==> src/rtl/dmem_arbiter.sv <==
// Data-memory port arbiter: single-cycle CPU vs. host/debug loader with locked bursts and starvation guard.
// Optional DMEM_ARB_STATS_EN adds saturating stall/host-grant counters (tied to 0 otherwise).
module dmem_arbiter #(
  parameter int unsigned AW       = 8,
  parameter int unsigned DW       = 32,
  parameter int unsigned MAX_WAIT = 4,
  parameter int unsigned HOLD_MAX = 8
) (
  input  logic          clk,
  input  logic          rstd,
  input  logic          cpu_req,
  input  logic [3:0]    cpu_we_n,
  input  logic [AW-1:0] cpu_addr,
  input  logic [DW-1:0] cpu_wdata,
  output logic          cpu_gnt,
  output logic          cpu_stall,
  output logic [DW-1:0] cpu_rdata,
  input  logic          host_req,
  input  logic          host_lock,
  input  logic [3:0]    host_we_n,
  input  logic [AW-1:0] host_addr,
  input  logic [DW-1:0] host_wdata,
  output logic          host_gnt,
  output logic          host_valid,
  output logic [DW-1:0] host_rdata,
  output logic [AW-1:0] mem_addr,
  output logic [DW-1:0] mem_wdata,
  output logic [3:0]    mem_wren_n,
  input  logic [DW-1:0] mem_rdata,
  output logic [15:0]   stall_cnt,
  output logic [15:0]   host_cnt
);

  localparam int unsigned WW = (MAX_WAIT > 0) ? $clog2(MAX_WAIT + 1) : 1;
  localparam int unsigned HW = (HOLD_MAX > 0) ? $clog2(HOLD_MAX + 1) : 1;

  typedef enum logic {ARB, HOLD} st_t;

  st_t         st;
  logic [WW-1:0] wait_cnt;
  logic [HW-1:0] hold_cnt;
  logic        wait_max;
  logic        hold_max;
  logic        host_rd;

  assign wait_max = (wait_cnt == WW'(MAX_WAIT));
  assign hold_max = (hold_cnt == HW'(HOLD_MAX));

  // Grant decision; the CPU takes whatever the host does not
  always_comb begin
    host_gnt = 1'b0;
    if (st == ARB) host_gnt = host_req & (~cpu_req | wait_max);
    else           host_gnt = host_req & ~(cpu_req & hold_max);
    cpu_gnt   = cpu_req & ~host_gnt;
    cpu_stall = cpu_req & ~cpu_gnt;
    cpu_rdata = cpu_gnt ? mem_rdata : '0;
  end

  // Memory port mux, idle port parks at address 0 with all lanes disabled
  always_comb begin
    mem_addr   = '0;
    mem_wdata  = '0;
    mem_wren_n = 4'b1111;
    if (host_gnt) begin
      mem_addr   = host_addr;
      mem_wdata  = host_wdata;
      mem_wren_n = host_we_n;
    end else if (cpu_gnt) begin
      mem_addr   = cpu_addr;
      mem_wdata  = cpu_wdata;
      mem_wren_n = cpu_we_n;
    end
  end

  assign host_rd = host_gnt & (host_we_n == 4'b1111);

  // Arbitration state, fairness counters and registered host read response
  always_ff @(posedge clk or negedge rstd) begin
    if (!rstd) begin
      st         <= ARB;
      wait_cnt   <= '0;
      hold_cnt   <= '0;
      host_valid <= 1'b0;
      host_rdata <= '0;
    end else begin
      st <= (host_gnt & host_lock) ? HOLD : ARB;

      if (!(host_gnt & host_lock))            hold_cnt <= '0;
      else if ((st == HOLD) && !hold_max)     hold_cnt <= hold_cnt + HW'(1);

      if (host_req & ~host_gnt) begin
        if (!wait_max) wait_cnt <= wait_cnt + WW'(1);
      end else begin
        wait_cnt <= '0;
      end

      host_valid <= host_rd;
      if (host_rd) host_rdata <= mem_rdata;
    end
  end

`ifdef DMEM_ARB_STATS_EN
  // Saturating activity counters
  always_ff @(posedge clk or negedge rstd) begin
    if (!rstd) begin
      stall_cnt <= '0;
      host_cnt  <= '0;
    end else begin
      if (cpu_stall && (stall_cnt != 16'hffff)) stall_cnt <= stall_cnt + 16'd1;
      if (host_gnt && (host_cnt != 16'hffff))   host_cnt  <= host_cnt + 16'd1;
    end
  end
`else
  assign stall_cnt = '0;
  assign host_cnt  = '0;
`endif

endmodule

==> config.mk <==
export PLATFORM = sky130hd
export DESIGN_NAME = dmem_arbiter
export DESIGN_NICKNAME = d
export VERILOG_FILES = /design/src/rtl/dmem_arbiter.sv
export SDC_FILE = /design/constraint.sdc
export NUM_CORES = 1
export LEC_CHECK = 0
export CAP_MARGIN = 20
export CORE_AREA = 2 2 104 106
export DETAILED_ROUTE_END_ITERATION = 8
export DIE_AREA = 0 0 106 108
export PLACE_DENSITY = 0.88
export REMOVE_ABC_BUFFERS = 1
export SLEW_MARGIN = 20
export SYNTH_ARGS = -nofsm -noshare
export SYNTH_HDL_FRONTEND = slang
export SYNTH_SLANG_ARGS = --single-unit
==> constraint.sdc <==
create_clock -name clk -period 4.7 [get_ports clk]
set_input_delay 0.705 -clock clk [delete_from_list [all_inputs] [get_ports clk]]
set_output_delay 0.705 -clock clk [all_outputs]
set_load 0.005 [all_outputs]
After elaboration in Yosys (flattened, before gate mapping)
Cells that the tools add are included.
Word-level totals
  register bits after elaboration: 41
  bits of input ports: 125
  output and inout bits: 144
Operators by class
  add/sub/neg operators: 2
  eq/ne operators: 5
  multiplexer cells: 13
  bitwise operators: 13
  reduce and logical (&&, ||, !) cells: 2
Operators with widths (number)
  $mux 32: 3
  $mux 4: 4
  $mux 8: 2
  $and 1x1->1: 8
  $eq 4x4->1 const B: 2
  $mux 3: 2
  $add 4x1->4 const B: 1
  $not 1->1: 4
  $add 3x1->3 const B: 1
  $eq 3x3->1 const B: 1
  $mux 1: 2
  $ne 2x1->1 const B: 1
  $ne 2x2->1 const B: 1
  $logic_and 1x1->1: 1
  $logic_not 1->1: 1
  $or 1x1->1: 1

Depth between registers and ports, before layout
Gate-level depths: netlist (run 1).
  depth after elaboration: 9
  mapped depth: 9

Least setup slack after synthesis (run 1)
OpenSTA, ideal clock, no wires.
  path kind: input to output
  from: input port cpu_req
  to: output port mem_wren_n[0]
  arrival time: 1656 ps
  data required time: 3995 ps
  path slack: 2339 ps
  cell stages on the path: 7
  path buffers: 3
  path through: buf_4 -> nand2_1 -> o221ai_4 -> buf_6 -> buf_4 -> nor2_1 -> a31oi_1
On the way
  cells in the longest elaborated chain, start to end: 8
Ends and longest elaborated chain
  start, declared: line 11  | input logic cpu_req,
  $not 1->1 / $and 1x1->1 (equally long branches): line 52, 53
  $or 1x1->1 / $not 1->1 (equally long branches): line 52, 53
  $and 1x1->1 (on tied branches): line 52, 53
  $mux 1: line 52  | if (st == ARB) host_gnt = host_req & (~cpu_req | wait_max);
  $not 1->1: line 54  | cpu_gnt = cpu_req & ~host_gnt;
  $and 1x1->1: line 54
  $mux 4: line 68  | end else if (cpu_gnt) begin
  $mux 4 (*): line 64  | if (host_gnt) begin
  end, declared: line 28  | output logic [3:0] mem_wren_n,
Mark *: on every way between the ends. The rest lies on a longest branch, timed or not.

Worst setup path in the final report (run 1)
  from: register wait_cnt[0]
  to: output port cpu_rdata[26]
On the way
  cells in the longest elaborated chain, start to end: 7
Ends and longest elaborated chain
  start, declared: line 40  | logic [WW-1:0] wait_cnt;
  start signal, assigned: line 92  | if (!wait_max) wait_cnt <= wait_cnt + WW'(1);
  $eq 3x3->1: line 46  | assign wait_max = (wait_cnt == WW'(MAX_WAIT));
  $or 1x1->1: line 52
  $and 1x1->1: line 52
  $mux 1: line 52
  $not 1->1: line 54
  $and 1x1->1: line 54
  $mux 32: line 56  | cpu_rdata = cpu_gnt ? mem_rdata : '0;
  end, declared: line 17  | output logic [DW-1:0] cpu_rdata,
No other way between the ends.

==> results.tsv, run 1 <==
metric	value	unit
cells along the critical path	inv_1 -> ha_1 -> and2_4 -> o221ai_4 -> buf_4 -> and3_1 -> clkdlybuf4s50_1	
setup total negative slack	0	ns
IO Port Bufs	236	
cell at the root of the clock tree	sky130_fd_sc_hd__clkbuf_8	
post-synthesis cell area	3040	sq um
clock edge transition at the registers on the reported setup and hold paths	0.08	ns
weighted congestion at the end of routability-driven global placement	0.953	
top library cells by usage in the layout, fill and taps aside	234 x sky130_fd_sc_hd__clkdlybuf4s50_1, 87 x sky130_fd_sc_hd__nand2_1, 43 x sky130_fd_sc_hd__nand3_1, 41 x sky130_fd_sc_hd__dfrtp_1	
max layer used	met4	
met2 wire len	5490	um
WL per Instance	16.3	um
overflow left after global routing	0	
hold buffer count at CTS	0	
max-slew violation total from the final report	0	
power density cells	231	nW/um^2
Setup Buffers After CTS	0	
Post-Synthesis Cells	344	
leading cell type in the layout, fill and taps excluded	sky130_fd_sc_hd__clkdlybuf4s50_1	
count of antenna diodes in the layout	0	
vias in the first global route	3227	
initial antenna violation count	0	
relative slew slack	37.7	%
drt via density	4.63	
detailed router's first-iteration violation count	158	
routed length on met1	4740	um
clock net sink count	41	
number of vias after detailed routing	3237	
Antenna Nets Post-Route	0	
transition time of the tightest slew-check pin	0.934	ns
worst endpoint data arrival time	2.90	ns
global-route wire length before repair	17300	um
clock buffer count from CTS	5	
clock latency at the later pin of the worst-skew pair	0.30	ns
startpoint class of the critical path	flip-flop	
Final Hold Violating Endpoints	0	
overall track demand over capacity in global routing	19.2	%
Die Footprint	11400	sq um
layout filler cell count	916	
worst-path cell with the longest stage delay	sky130_fd_sc_hd__buf_4	
Max FO, Critical Path	82	
Chip Width	106	um
synthesis warning total	0	
maximum frequency from static timing analysis	278	MHz
hold path startpoint	host_rdata[21]	
Layout area overhead	76.3	%
critical path data required time	3.99	ns
router iterations before antenna repair	4	
r2r startpoint	wait_cnt[0]	
I/O pin cnt	269	
peak supply drop	136	uV
Worst Skew	0.00993	ns
Total Power	0.00124	W
category of the critical setup timing path	flip-flop to primary output	
post-synthesis sequential area ratio	33.8	%
classification of the worst-slack hold path	flip-flop to flip-flop	
RSZ-0062 raised after global routing	no	
flip-flop and latch count after synthesis	41	
flop-to-flop setup slack	2.03	ns
source of the critical timing path	wait_cnt[0]	
final setup fails	0	
H-tree levels	2	
peak per-stage delay on the critical path	0.63	ns
Leakage Power	2.46	nW
CORE AREA	10200	sq um
sort of element at the end of the critical path	primary output	
largest net degree at the start of global routing	83	
number of remaining DRC errors	0	
post-route fraction of the period consumed by the critical path	76.7	%
Layout Nets	691	
ratio of cells with drive above 1 in the final layout	8.88	%
synthesized area divided by synthesized cell count	8.82	sq um
worst hold slack across all endpoints	0.512	ns
CTS tree	yes	
crit path time final	3.60	ns
sum of routed wire length over all layers	11400	um
Die Y	108	um
number of buffers on the longest clock path	2	
number of rows created at floorplan	37	
result of the run	finished clean	
final HPWL from detailed placement	8810	um
post-CTS sizing	0	
routed wire length on met3	963	um
number of maximum-capacitance constraint violations	0	
count of cell types in the netlist	34	
starting density of the core	29.7	%
kinds of logic after synthesis:
family | after synthesis | share of synthesized area, %
AND/OR/NAND/NOR | 186 | 30.2
buffers and inverters | 67 | 15.4
flip-flops | 41 | 33.8
multiplexers | 32 | 15.5
AO/OA/AOI/OAI | 12 | 3.09
adder cells (fa/ha/maj) | 4 | 1.65
other | 1 | 0.124
XOR/XNOR | 1 | 0.289
cell usage after synthesis, drive strengths merged:
master / number / area (sq um)
or3: 1 / 6.26
dfrtp: 41 / 1030
conb: 1 / 3.75
clkbuf: 11 / 45.0
and2: 4 / 27.5
o31ai: 1 / 7.51
ha: 4 / 50.1
nand2: 87 / 327
nand3: 43 / 215
inv: 9 / 33.8
nand4: 3 / 18.8
nor3: 1 / 5.00
a22oi: 1 / 7.51
nor2: 8 / 46.3
xnor2: 1 / 8.76
o221ai: 1 / 26.3
nand2b: 2 / 20.0
nand4b: 1 / 8.76
buf: 47 / 388
a21oi: 3 / 15.0
and3: 32 / 200
mux2: 32 / 469
a31oi: 6 / 37.5
nand3b: 4 / 42.5
critical path, delay by kind of cell, from the launching register on:
kind / cells / cell delay, ns
compound gates: 1 / 0.20
flops: 1 / 0.37
fa+ha+maj: 1 / 0.23
simple gates: 2 / 0.48
buf+inv: 3 / 1.23
layer usage:
layer  GRT usage (%)  vias to the layer above
met5               0                        -
met4            4.98                        0
met3            5.06                       14
met2            32.3                      185
met1            24.5                     1515
li1                -                     1523
through the flow:
stage | utilization, % | instances | setup WS (ns) | cell area, sq um
2_1_floorplan | - | 317 | 1.32 | 2720
3_3_place_gp | 51.4 | 691 | 1.23 | 5260
3_5_place_dp | 51.4 | 691 | 1.14 | 5260
4_1_cts | 52.3 | 699 | 1.13 | 5350
5_1_grt | 52.3 | 699 | 0.934 | 5350
6_report | 52.3 | 699 | 1.10 | 5350
flip-flops by register name, indices dropped and copies added (netlist names):
signal	cells
host_rdata	32
hold_cnt	4
wait_cnt	3
host_valid	1
st	1
final timing paths:
check                                 end  depth (start not counted)
min reg2reg                host_rdata[21]                          1
min                        host_rdata[21]                          1
max reg2reg                host_rdata[22]                          7
max in group asynchronous   host_rdata[3]                          1
min in group asynchronous  host_rdata[23]                          1
max                         cpu_rdata[26]                          7
where the power goes:
group          switching, W  internal [W]  total [W]
clock              0.000125      0.000119   0.000244
sequential        0.0000363      0.000414   0.000450
combinational      0.000175      0.000368   0.000543
total              0.000336      0.000901    0.00124
layout make-up:
cell class              count  area, sq um  share of cell area [%]
repair buffers            238         2370                    44.2
multi-input cells         267         1660                    31.0
flip-flops and latches     41         1030                    19.2
well taps                 136          170                    3.18
clock buffers               6         82.6                    1.54
inverters                   9         33.8                   0.631
clock inverters             2         13.8                   0.257
Power figures use the tool's default switching activity.
==> run 2: changes to the inputs <==
- CORE_AREA: 2 2 104 106 -> unset
- CORE_UTILIZATION: unset -> 29
- DIE_AREA: 0 0 106 108 -> unset
- PLACE_DENSITY: 0.88 -> 0.9
- clock period: 4.7 -> 3.2 ns (I/O delays scaled with it)
==> run 2 against run 1 <==
Net effect:
- first-iteration DRC count decreased by 16%
- critical path depth grew 1
- routed wire length down 2.9%
- setup slack lost 0.93 ns
- worst hold slack lost 0.19 ns
- critical endpoint is now mem_wren_n[0]
- die area shrank 5.0%
- highest routed layer unchanged
==> results.tsv, run 2 (same netlist as run 1, synthesis figures left out) <==
metric	value	unit
global-route wire length before repair	17400	um
power density cells	338	nW/um^2
number of buffers on the longest clock path	2	
cell at the root of the clock tree	sky130_fd_sc_hd__clkbuf_8	
crit path time final	3.03	ns
Global Route met3 Usage	4.82	%
detailed router's first-iteration violation count	133	
I/O pin cnt	269	
number of vias after detailed routing	3242	
total cell area at the placement stage	5310	sq um
category of the critical setup timing path	flip-flop to primary output	
number of cells after detailed placement	691	
transition time of the tightest slew-check pin	0.916	ns
peak per-stage delay on the critical path	0.55	ns
largest register by flop count	host_rdata	
Max FO, Critical Path	27	
CTS tree	yes	
max-slew violation total from the final report	0	
Antenna Nets Post-Route	0	
count of antenna diodes in the layout	0	
initial antenna violation count	0	
CORE AREA	9950	sq um
Total Power	0.00184	W
number of remaining DRC errors	0	
Leakage Power	2.51	nW
worst slack, placed	0.361	ns
final setup slack of the worst path	0.167	ns
relative slew slack	38.9	%
sum of routed wire length over all layers	11000	um
leading cell type in the layout, fill and taps excluded	sky130_fd_sc_hd__clkdlybuf4s50_1	
worst-path cell with the longest stage delay	sky130_fd_sc_hd__clkdlybuf4s50_1	
depth of the most critical reg-to-reg path	8	
classification of the worst-slack hold path	primary input to async pin	
ratio of cells with drive above 1 in the final layout	9.68	%
number of buffers and inverters on the critical path	3	
non-filler instance count after layout	701	
drt via density	4.62	
H-tree levels	2	
router iterations before antenna repair	4	
clock buffer count from CTS	5	
clock latency at the later pin of the worst-skew pair	0.29	ns
final setup fails	0	
final design instance area without fill	5450	sq um
Die Footprint	10900	sq um
Chip Width	104	um
vias in the first global route	3435	
overflow left after global routing	0	
Die Y	104	um
number of rows created at floorplan	36	
CP delay by family, top	buffers and inverters	
starting density of the core	30.5	%
clock net sink count	41	
Most Used Layer, Global Route	met2	
peak supply drop	159	uV
Worst Skew	0.00794	ns
Largest register FFs	32	
Top Registers	host_rdata x32, hold_cnt x4, wait_cnt x3	
cells along the critical path	inv_1 -> ha_1 -> and2_4 -> o221ai_4 -> buf_12 -> nor2_1 -> a31oi_1 -> clkdlybuf4s50_1	
IO Port Bufs	236	
M1 GR Usage	21.8	%
Crit path depth	8	
weighted congestion at the end of routability-driven global placement	0.806	
Layout area overhead	79.6	%
maximum frequency from static timing analysis	330	MHz
worst endpoint data arrival time	2.55	ns
overall track demand over capacity in global routing	19.7	%
critical path data required time	2.72	ns
WL per Instance	15.8	um
sort of element at the end of the critical path	primary output	
result of the run	finished clean	
RSZ-0062 raised after global routing	no	
clock edge transition at the registers on the reported setup and hold paths	0.08	ns
setup total negative slack	0	ns
Layout Nets	696	
largest net degree at the start of global routing	81	
final HPWL from detailed placement	8360	um
startpoint class of the critical path	flip-flop	
top library cells by usage in the layout, fill and taps aside	234 x sky130_fd_sc_hd__clkdlybuf4s50_1, 87 x sky130_fd_sc_hd__nand2_1, 43 x sky130_fd_sc_hd__nand3_1, 41 x sky130_fd_sc_hd__dfrtp_1	
post-route fraction of the period consumed by the critical path	94.8	%
Final Hold Violating Endpoints	0	
number of maximum-capacitance constraint violations	0	
GRT met2 Usage	36.7	%
[run 2: changes by cell type in the layout (fill, tap and decap cells not counted)]
cell | previous run | this run
sky130_fd_sc_hd__clkbuf_8 | 6 | 7
sky130_fd_sc_hd__clkinv_4 | 1 | 0
sky130_fd_sc_hd__buf_6 | 0 | 1
sky130_fd_sc_hd__clkbuf_16 | 0 | 1
sky130_fd_sc_hd__buf_12 | 0 | 3
[run 2: power by group]
part           leakage (nW)  switching, W  internal, W
logic                  1.92      0.000254     0.000552
clock network        0.0542      0.000176     0.000195
registers             0.529     0.0000544     0.000608
total                  2.51      0.000485      0.00136
[run 2: metal layers]
metal  vias up  share of wire, %
met1      1492                39
met5         -                 0
met3        25               7.7
met4         0               2.4
li1       1534                 -
met2       191                51
[run 2: final cells by class]
type,count,area [sq um]
fill,857,4500
timing repair buffer,243,2460
multi-input combinational,267,1660
sequential,41,1030
tap,133,166
clock buffer,7,96.3
inverter,9,33.8
clock inverter,1,5.00
[run 2: per-stage QoR]
stage | utilization [%] | hold slack [ns]
3_3_place_gp | 53.4 | 0.490
3_5_place_dp | 53.4 | 0.491
5_1_grt | 54.8 | 0.380
4_1_cts | 54.4 | 0.349
2_1_floorplan | - | 0.184
6_report | 54.8 | 0.321
[run 2: final timing paths]
kind                       slack (ns)           start              to
setup / recovery                 0.17     wait_cnt[0]   mem_wren_n[0]
hold / removal                   0.32            rstd  host_rdata[21]
setup reg to reg                 0.97     wait_cnt[0]  host_rdata[21]
hold reg to reg                  0.51  host_rdata[25]  host_rdata[25]
max in group asynchronous        2.31            rstd  host_rdata[23]
min in group clk                 0.51  host_rdata[25]  host_rdata[25]
[run 2: timing repair]
| action | CTS | global route |
|---|---|---|
| hold buffers | 0 | 0 |
| endpoints found under the setup margin | 0 | 7 |
| resized for setup | 0 | 1 |
| buffers inserted | 0 | 1 |
